**config.mk**
```make
export PLATFORM = sky130hd
export DESIGN_NAME = arp_ctrl
export DESIGN_NICKNAME = d
export VERILOG_FILES = /design/src/rtl/arp_pkg.sv /design/src/rtl/arp_cache.sv /design/src/rtl/arp_ctrl.sv
export SDC_FILE = /design/constraint.sdc
export NUM_CORES = 1
export LEC_CHECK = 0
export CAP_MARGIN = 20
export CORE_UTILIZATION = 45
export DETAILED_ROUTE_END_ITERATION = 10
export DONT_BUFFER_PORTS = 1
export PLACE_DENSITY = 0.61
export SLEW_MARGIN = 20
export SYNTH_ARGS = -nofsm -noshare
export SYNTH_HDL_FRONTEND = slang
export SYNTH_SLANG_ARGS = --single-unit
```
**constraint.sdc**
```tcl
create_clock -name gmii_tx_clk -period 2.66 [get_ports gmii_tx_clk]
set_clock_uncertainty 0.05 [all_clocks]
set_input_delay 0.399 -clock gmii_tx_clk [delete_from_list [all_inputs] [get_ports gmii_tx_clk]]
set_output_delay 0.399 -clock gmii_tx_clk [all_outputs]
set_load 0.01 [all_outputs]
```
**src/rtl/arp_pkg.sv**
```systemverilog
// Shared types and constants for the ARP control slice.
package arp_pkg;

  typedef enum logic [2:0] {
    StIdle,
    StTxReply,
    StWaitReply,
    StTxReq,
    StWaitReq,
    StWaitAns
  } arp_state_e;

  localparam logic        ARP_REQ   = 1'b0;
  localparam logic        ARP_REPLY = 1'b1;
  localparam logic [47:0] MAC_BCAST = 48'hFFFF_FFFF_FFFF;

endpackage

```
**src/rtl/arp_cache.sv**
```systemverilog
// Fully associative IP->MAC cache: registered lookup port, write-with-replace port,
// round-robin victim pointer used only when every entry is valid.
module arp_cache
  import arp_pkg::*;
#(
  parameter int unsigned DEPTH = 4
) (
  input  logic        clk,
  input  logic        rst_n,
  input  logic        wr_en,
  input  logic [31:0] wr_ip,
  input  logic [47:0] wr_mac,
  input  logic        lk_req,
  input  logic [31:0] lk_ip,
  output logic        lk_found,
  output logic        lk_ack,
  output logic        lk_hit,
  output logic [47:0] lk_mac
);

  localparam int unsigned IdxW = $clog2(DEPTH);

  logic [DEPTH-1:0] valid_q;
  logic [31:0]      ip_q  [DEPTH];
  logic [47:0]      mac_q [DEPTH];
  logic [IdxW-1:0]  rr_q, rr_d;
  logic             ack_q, hit_q;
  logic [47:0]      out_mac_q;

  logic [47:0]      lk_sel_mac;
  logic             wr_match, have_free;
  logic [IdxW-1:0]  match_idx, free_idx, wr_idx;

  always_comb begin
    lk_found   = 1'b0;
    lk_sel_mac = '0;
    wr_match   = 1'b0;
    match_idx  = '0;
    have_free  = 1'b0;
    free_idx   = '0;
    for (int i = 0; i < int'(DEPTH); i++) begin
      if (valid_q[i] && ip_q[i] == lk_ip) begin
        lk_found   = 1'b1;
        lk_sel_mac = mac_q[i];
      end
      if (valid_q[i] && ip_q[i] == wr_ip) begin
        wr_match  = 1'b1;
        match_idx = IdxW'(i);
      end
    end
    // Scan downwards so the lowest-numbered free entry wins.
    for (int i = int'(DEPTH) - 1; i >= 0; i--) begin
      if (!valid_q[i]) begin
        have_free = 1'b1;
        free_idx  = IdxW'(i);
      end
    end
    wr_idx = wr_match ? match_idx : (have_free ? free_idx : rr_q);
    rr_d   = (wr_en && !wr_match && !have_free) ? rr_q + IdxW'(1) : rr_q;
  end

  always_ff @(posedge clk or negedge rst_n) begin
    if (!rst_n) begin
      valid_q   <= '0;
      rr_q      <= '0;
      ack_q     <= 1'b0;
      hit_q     <= 1'b0;
      out_mac_q <= '0;
      for (int i = 0; i < int'(DEPTH); i++) begin
        ip_q[i]  <= '0;
        mac_q[i] <= '0;
      end
    end else begin
      ack_q     <= lk_req;
      hit_q     <= lk_req & lk_found;
      out_mac_q <= (lk_req && lk_found) ? lk_sel_mac : '0;
      rr_q      <= rr_d;
      if (wr_en) begin
        valid_q[wr_idx] <= 1'b1;
        ip_q[wr_idx]    <= wr_ip;
        mac_q[wr_idx]   <= wr_mac;
      end
    end
  end

  assign lk_ack = ack_q;
  assign lk_hit = hit_q;
  assign lk_mac = out_mac_q;

endmodule

```
**src/rtl/arp_ctrl.sv**
```systemverilog
// ARP control: auto-reply to requests, learn sender bindings, resolve UDP lookups
// with retried broadcast requests.
module arp_ctrl
  import arp_pkg::*;
#(
  parameter int unsigned CACHE_DEPTH  = 4,
  parameter int unsigned RETRY_CYCLES = 125_000_000,
  parameter int unsigned MAX_RETRY    = 3
) (
  input  logic        gmii_tx_clk,
  input  logic        rst_n,
  input  logic        arp_rx_done,
  input  logic        arp_rx_type,
  input  logic [47:0] src_mac,
  input  logic [31:0] src_ip,
  input  logic        gmii_tx_done,
  output logic        arp_tx_en,
  output logic        arp_tx_type,
  output logic [47:0] des_mac,
  output logic [31:0] des_ip,
  input  logic        lookup_req,
  input  logic [31:0] lookup_ip,
  output logic        lookup_ack,
  output logic        lookup_hit,
  output logic [47:0] lookup_mac,
  output logic        resolve_fail
);

  localparam int unsigned TimerW = $clog2(RETRY_CYCLES);
  localparam int unsigned RetryW = $clog2(MAX_RETRY + 1);
  localparam logic [TimerW-1:0] TimerMax = TimerW'(RETRY_CYCLES - 1);
  localparam logic [RetryW-1:0] RetryMax = RetryW'(MAX_RETRY);

  arp_state_e        state_q, state_d;
  logic              reply_pend_q, reply_pend_d;
  logic [47:0]       rep_mac_q, rep_mac_d;
  logic [31:0]       rep_ip_q, rep_ip_d;
  logic              req_pend_q, req_pend_d;
  logic [31:0]       pend_ip_q, pend_ip_d;
  logic [TimerW-1:0] timer_q, timer_d;
  logic [RetryW-1:0] retry_q, retry_d;
  logic              tx_type_q, tx_type_d;
  logic [47:0]       des_mac_q, des_mac_d;
  logic [31:0]       des_ip_q, des_ip_d;
  logic              fail_q, fail_d;

  logic lk_found, rx_req, ans_match, in_flight;

  arp_cache #(
    .DEPTH (CACHE_DEPTH)
  ) u_cache (
    .clk      (gmii_tx_clk),
    .rst_n    (rst_n),
    .wr_en    (arp_rx_done),
    .wr_ip    (src_ip),
    .wr_mac   (src_mac),
    .lk_req   (lookup_req),
    .lk_ip    (lookup_ip),
    .lk_found (lk_found),
    .lk_ack   (lookup_ack),
    .lk_hit   (lookup_hit),
    .lk_mac   (lookup_mac)
  );

  always_comb begin
    state_d      = state_q;
    reply_pend_d = reply_pend_q;
    rep_mac_d    = rep_mac_q;
    rep_ip_d     = rep_ip_q;
    req_pend_d   = req_pend_q;
    pend_ip_d    = pend_ip_q;
    timer_d      = timer_q;
    retry_d      = retry_q;
    tx_type_d    = tx_type_q;
    des_mac_d    = des_mac_q;
    des_ip_d     = des_ip_q;
    fail_d       = 1'b0;

    rx_req    = arp_rx_done && (arp_rx_type == ARP_REQ);
    ans_match = arp_rx_done && (arp_rx_type == ARP_REPLY) && req_pend_q && (src_ip == pend_ip_q);
    // A request has actually gone out for the current resolution.
    in_flight = req_pend_q && (retry_q != '0);

    // Timer saturates so a long reply detour still times out promptly afterwards.
    if (in_flight && timer_q != TimerMax) timer_d = timer_q + TimerW'(1);

    unique case (state_q)
      StIdle: begin
        if (reply_pend_q)    state_d = StTxReply;
        else if (req_pend_q) state_d = StTxReq;
      end
      StTxReply: state_d = StWaitReply;
      StWaitReply: begin
        if (gmii_tx_done) state_d = in_flight ? StWaitAns : StIdle;
      end
      StTxReq: begin
        retry_d = retry_q + RetryW'(1);
        state_d = StWaitReq;
      end
      StWaitReq: begin
        if (gmii_tx_done) begin
          timer_d = '0;
          state_d = StWaitAns;
        end
      end
      StWaitAns: begin
        if (!req_pend_q || ans_match) begin
          state_d = StIdle;
        end else if (reply_pend_q) begin
          state_d = StTxReply;
        end else if (timer_q == TimerMax) begin
          if (retry_q < RetryMax) begin
            state_d = StTxReq;
          end else begin
            fail_d     = 1'b1;
            req_pend_d = 1'b0;
            retry_d    = '0;
            state_d    = StIdle;
          end
        end
      end
      default: state_d = StIdle;
    endcase

    // Frame fields are loaded on entry so they are stable for the whole transmit strobe.
    if (state_d == StTxReply && state_q != StTxReply) begin
      tx_type_d    = ARP_REPLY;
      des_mac_d    = rep_mac_q;
      des_ip_d     = rep_ip_q;
      reply_pend_d = 1'b0;
    end else if (state_d == StTxReq && state_q != StTxReq) begin
      tx_type_d = ARP_REQ;
      des_mac_d = MAC_BCAST;
      des_ip_d  = pend_ip_q;
    end

    // Newest request wins the single pending-reply slot.
    if (rx_req) begin
      reply_pend_d = 1'b1;
      rep_mac_d    = src_mac;
      rep_ip_d     = src_ip;
    end

    if (ans_match) begin
      req_pend_d = 1'b0;
      retry_d    = '0;
    end else if (lookup_req && !lk_found && !req_pend_q) begin
      req_pend_d = 1'b1;
      pend_ip_d  = lookup_ip;
    end
  end

  always_ff @(posedge gmii_tx_clk or negedge rst_n) begin
    if (!rst_n) begin
      state_q      <= StIdle;
      reply_pend_q <= 1'b0;
      rep_mac_q    <= '0;
      rep_ip_q     <= '0;
      req_pend_q   <= 1'b0;
      pend_ip_q    <= '0;
      timer_q      <= '0;
      retry_q      <= '0;
      tx_type_q    <= 1'b0;
      des_mac_q    <= '0;
      des_ip_q     <= '0;
      fail_q       <= 1'b0;
    end else begin
      state_q      <= state_d;
      reply_pend_q <= reply_pend_d;
      rep_mac_q    <= rep_mac_d;
      rep_ip_q     <= rep_ip_d;
      req_pend_q   <= req_pend_d;
      pend_ip_q    <= pend_ip_d;
      timer_q      <= timer_d;
      retry_q      <= retry_d;
      tx_type_q    <= tx_type_d;
      des_mac_q    <= des_mac_d;
      des_ip_q     <= des_ip_d;
      fail_q       <= fail_d;
    end
  end

  assign arp_tx_en    = (state_q == StTxReply) || (state_q == StTxReq);
  assign arp_tx_type  = tx_type_q;
  assign des_mac      = des_mac_q;
  assign des_ip       = des_ip_q;
  assign resolve_fail = fail_q;

endmodule

```
==> impl_metrics.toml <==
[yosys]
synth_top_area_cell = "sky130_fd_sc_hd__dfrtp_1"
synth-seq-area-share = 0.531
synth_edf_count = 0
syn-cell-area_um2 = 28500
ys.flop_type = "sky130_fd_sc_hd__dfrtp_1"
synth_top_cells_by_area = "sky130_fd_sc_hd__dfrtp_1, sky130_fd_sc_hd__mux2_2, sky130_fd_sc_hd__xnor2_1, sky130_fd_sc_hd__xor2_1, sky130_fd_sc_hd__nand4_1"
synthCells = 2270
synth_cell_types = 52
synth.net_count = 2391
synth-warning-count = 0
synth.avg_cell_area_um2 = 12.5
postSynth.asyncResetShare = 1.00
ys_ff_latch = 604
synthDominantCellAreaShare = 0.531

[die]
die_height_um = 253
placeableCoreArea_um2 = 62100
area_of_the_die_um2 = 64200
floorplan.io_pins = 251
core.rowCount = 91
floorplan.initialDensity = 0.458
die_width_um = 253

[drt]
wirelength_um = 106000
routed-via-count = 21400
drt-wirelength-per-cell_um = 29.4
viasPerCell = 5.96
first_iter_violations = 1963
drt_pass1_iterations = 5
ant_nets = 0
drc = 0

[worst_setup_path]
length_in_cells_of_the_worst_reg_to_reg_path = 12
critical-path-top-delay-family = "buffers and inverters"
ff2ff_setup_slack_ps = -620
crit_path_largest_cell_delay_ps = 410
regToRegStartpoint = "u_cache.ip_q[53]$_DFFE_PN0P_"
startpoint_class = "flop"
critPathSlowestCell = "sky130_fd_sc_hd__a221o_1"
crit_path_max_fanout = 8
timing.setup.critical_path_class = "flop to flop"
worst-endpoint-arrival_ps = 3740
worst_ep_required_time_ps = 3120
worst_path_most_repeated_cell = "sky130_fd_sc_hd__buf_4"
worst_r2r_endpoint = "u_cache.ip_q[71]$_DFFE_PN0P_"
cp.buffers_inverters = 5
critPathCaptureType = "flop"
cell_by_cell_listing_of_the_critical_path = "xor2_2 -> nor4_4 -> buf_4 -> nand4_1 -> buf_4 -> o31a_1 -> a221o_1 -> buf_6 -> nand3_4 -> buf_12 -> clkbuf_16 -> mux2_4"

[final_layout]
final_layout_size_suffix_gt1_frac = 0.457
final_cell_mix = "sky130_fd_sc_hd__dfrtp_1, sky130_fd_sc_hd__mux2_2, sky130_fd_sc_hd__buf_4"
finish.net_count = 2823
postLayoutCellArea_um2 = 39500
final.fill_count = 4516
area_growth_syn_to_layout_pct = 38.8
mostFrequentLayoutCell = "sky130_fd_sc_hd__dfrtp_1"

[clocking]
clock_tree_from_tritoncts = "built"
cts.reportedPaths.clkPinSlew_ps = 60
clk_root_buffer_cell = "sky130_fd_sc_hd__clkbuf_16"
clock_path_buffers = 3
holdBufCountCts = 114
clock_latency_ps = 640
tritoncts_num_sinks = 604
cts-htree-levels = 3
cts_inserted_buffers = 70

[sta]
final-setup-viol-count = 488
relSlewSlack = -1.10
max_clock_freq_mhz = 305
post-route-period-util = 1.23
finalMaxSlewViolations = 518
final-hold-violation-count = 356
final.hold.worst_slack_ps = -595
period_minus_slack_ps = 3280
worstMarginPinSlew_ps = 3150
rsz0062_at_grt = "true"
final_critical_path_setup_slack_ps = -620

[global_route]
total_grt_usage = 0.309
grt_overflow = 0
antenna_found_initial = 3
maximum_number_of_pins_on_one_net_before_global_route_repair = 605
first_pass_grt_wire_length_um = 145000
via_count_of_the_first_global_routing_pass = 21100

[status]
status = "finished with violations"
violations = "hold timing, slew limit, setup timing"

[min_path]
hp-class = "primary input to asynchronous set/reset pin"

[power]
power.density_cell_area_nw_per_um2 = 1190
worst_ir_drop_vdd_mv = 0.660
total_power_consumption_of_the_routed_design_uw = 47200
power.leakage_uw = 0.0171

[placed_design]
gp_congestion = 0.964
instance_area_at_placement_um2 = 31500
portBuffers = 0
place.detailed.hpwl_um = 57100

[run]
max_cap_violations = 0
-- kinds of logic (layout without fill, tap and decap cells) --
kind of cell             Yosys count  after routing  synth area share
adder cells (fa/ha/maj)            3              3           0.00132
XOR/XNOR                         303            303            0.0933
buffers and inverters            208            691            0.0321
flip-flops                       604            604             0.531
multiplexers                     547            547             0.216
AO/OA/AOI/OAI                    192            193            0.0433
other                              0              3                 0
AND/OR/NAND/NOR                  413            413            0.0824
-- synth_stat cells (all sizes together), types with 21 or more instances --
library cell	instances
a221oi	49
buf	75
clkbuf	112
dfrtp	604
inv	21
mux2	545
nand2	66
nand2b	54
nand3	25
nand4	149
nor2	29
nor4	33
o21ai	108
xnor2	192
xor2	111
-- registers in the layout (all words and copies together) (netlist names) --
name,cells
arp_tx_type,1
des_ip,32
des_mac,48
pend_ip_q,32
rep_ip_q,32
rep_mac_q,48
reply_pend_q,1
req_pend_q,1
resolve_fail,1
retry_q,2
state_q,3
timer_q,27
u_cache.ip_q,128
u_cache.lk_ack,1
u_cache.lk_hit,1
u_cache.lk_mac,48
u_cache.mac_q,192
u_cache.rr_q,2
u_cache.valid_q,4
-- worst reg2reg max path, delay by kind of cell, from the launching register on --
family,cells,cell delay (ps)
muxes,1,300
and+or+nand+nor,3,620
DFF,1,400
buffers and inverters,5,900
AOI/OAI and AO/OA,2,690
xor gates and xnor gates,1,190
-- layout make-up --
cell class | instances | area, µm² | area share
flip-flops and latches | 604 | 15100 | 0.383
multi-input cells | 1459 | 14500 | 0.367
repair buffers | 546 | 6460 | 0.164
clock buffers | 99 | 2010 | 0.0509
well taps | 837 | 1050 | 0.0265
clock inverters | 25 | 298 | 0.00754
inverters | 21 | 81.3 | 0.00206
diodes | 3 | 7.51 | 0.000190
-- worst max-delay path by stage --
stage                                             from                        endpoint  slack [ps]  cells after the start
after global routing      u_cache.ip_q[58]$_DFFE_PN0P_    u_cache.ip_q[71]$_DFFE_PN0P_        -610                     12
after detailed placement                    src_ip[29]           des_ip[4]$_DFFE_PN0P_        -770                     10
after global placement                      src_ip[29]           des_ip[4]$_DFFE_PN0P_        -840                     10
after floorplan                             src_ip[12]   u_cache.mac_q[48]$_DFFE_PN0P_        -270                      9
after CTS                 u_cache.ip_q[40]$_DFFE_PN0P_  u_cache.mac_q[138]$_DFFE_PN0P_        -550                     11
final                     u_cache.ip_q[53]$_DFFE_PN0P_    u_cache.ip_q[71]$_DFFE_PN0P_        -620                     12
-- timing repair --
| item | CTS | global route |
|---|---|---|
| gates resized for setup | 125 | 449 |
| setup buffers | 39 | 51 |
| endpoints found under the hold margin | 1038 | 604 |
| gates cloned | 33 | 36 |
| setup endpoints to repair | 487 | 488 |
| pin swaps | 10 | 118 |
-- power by group --
group          leakage, µW  switching (µW)  internal [µW]
sequential         0.00722            2850          13000
clock              0.00114            4120           5540
combinational      0.00875            8860          12800
-- layer usage --
layer  track usage  part of all wire
met1         0.447              0.43
met2         0.469              0.46
met3        0.0623             0.090
met4        0.0836             0.025
met5             0                 0
-- per-stage QoR --
stage | setup WS, ps | TNS [ps] | utilization | hold slack [ps] | instances
finish | -620 | -218710 | 0.637 | -595 | 3594
global route | -615 | -231140 | 0.637 | -596 | 3594
CTS | -552 | -199660 | 0.594 | -591 | 3530
detailed placement | -774 | -254900 | 0.508 | 78.1 | 3221
global placement | -840 | -265200 | 0.508 | 77.9 | 3221
floorplan | -268 | -36070 | - | 53.4 | 2270
Power figures use the tool's default switching activity.
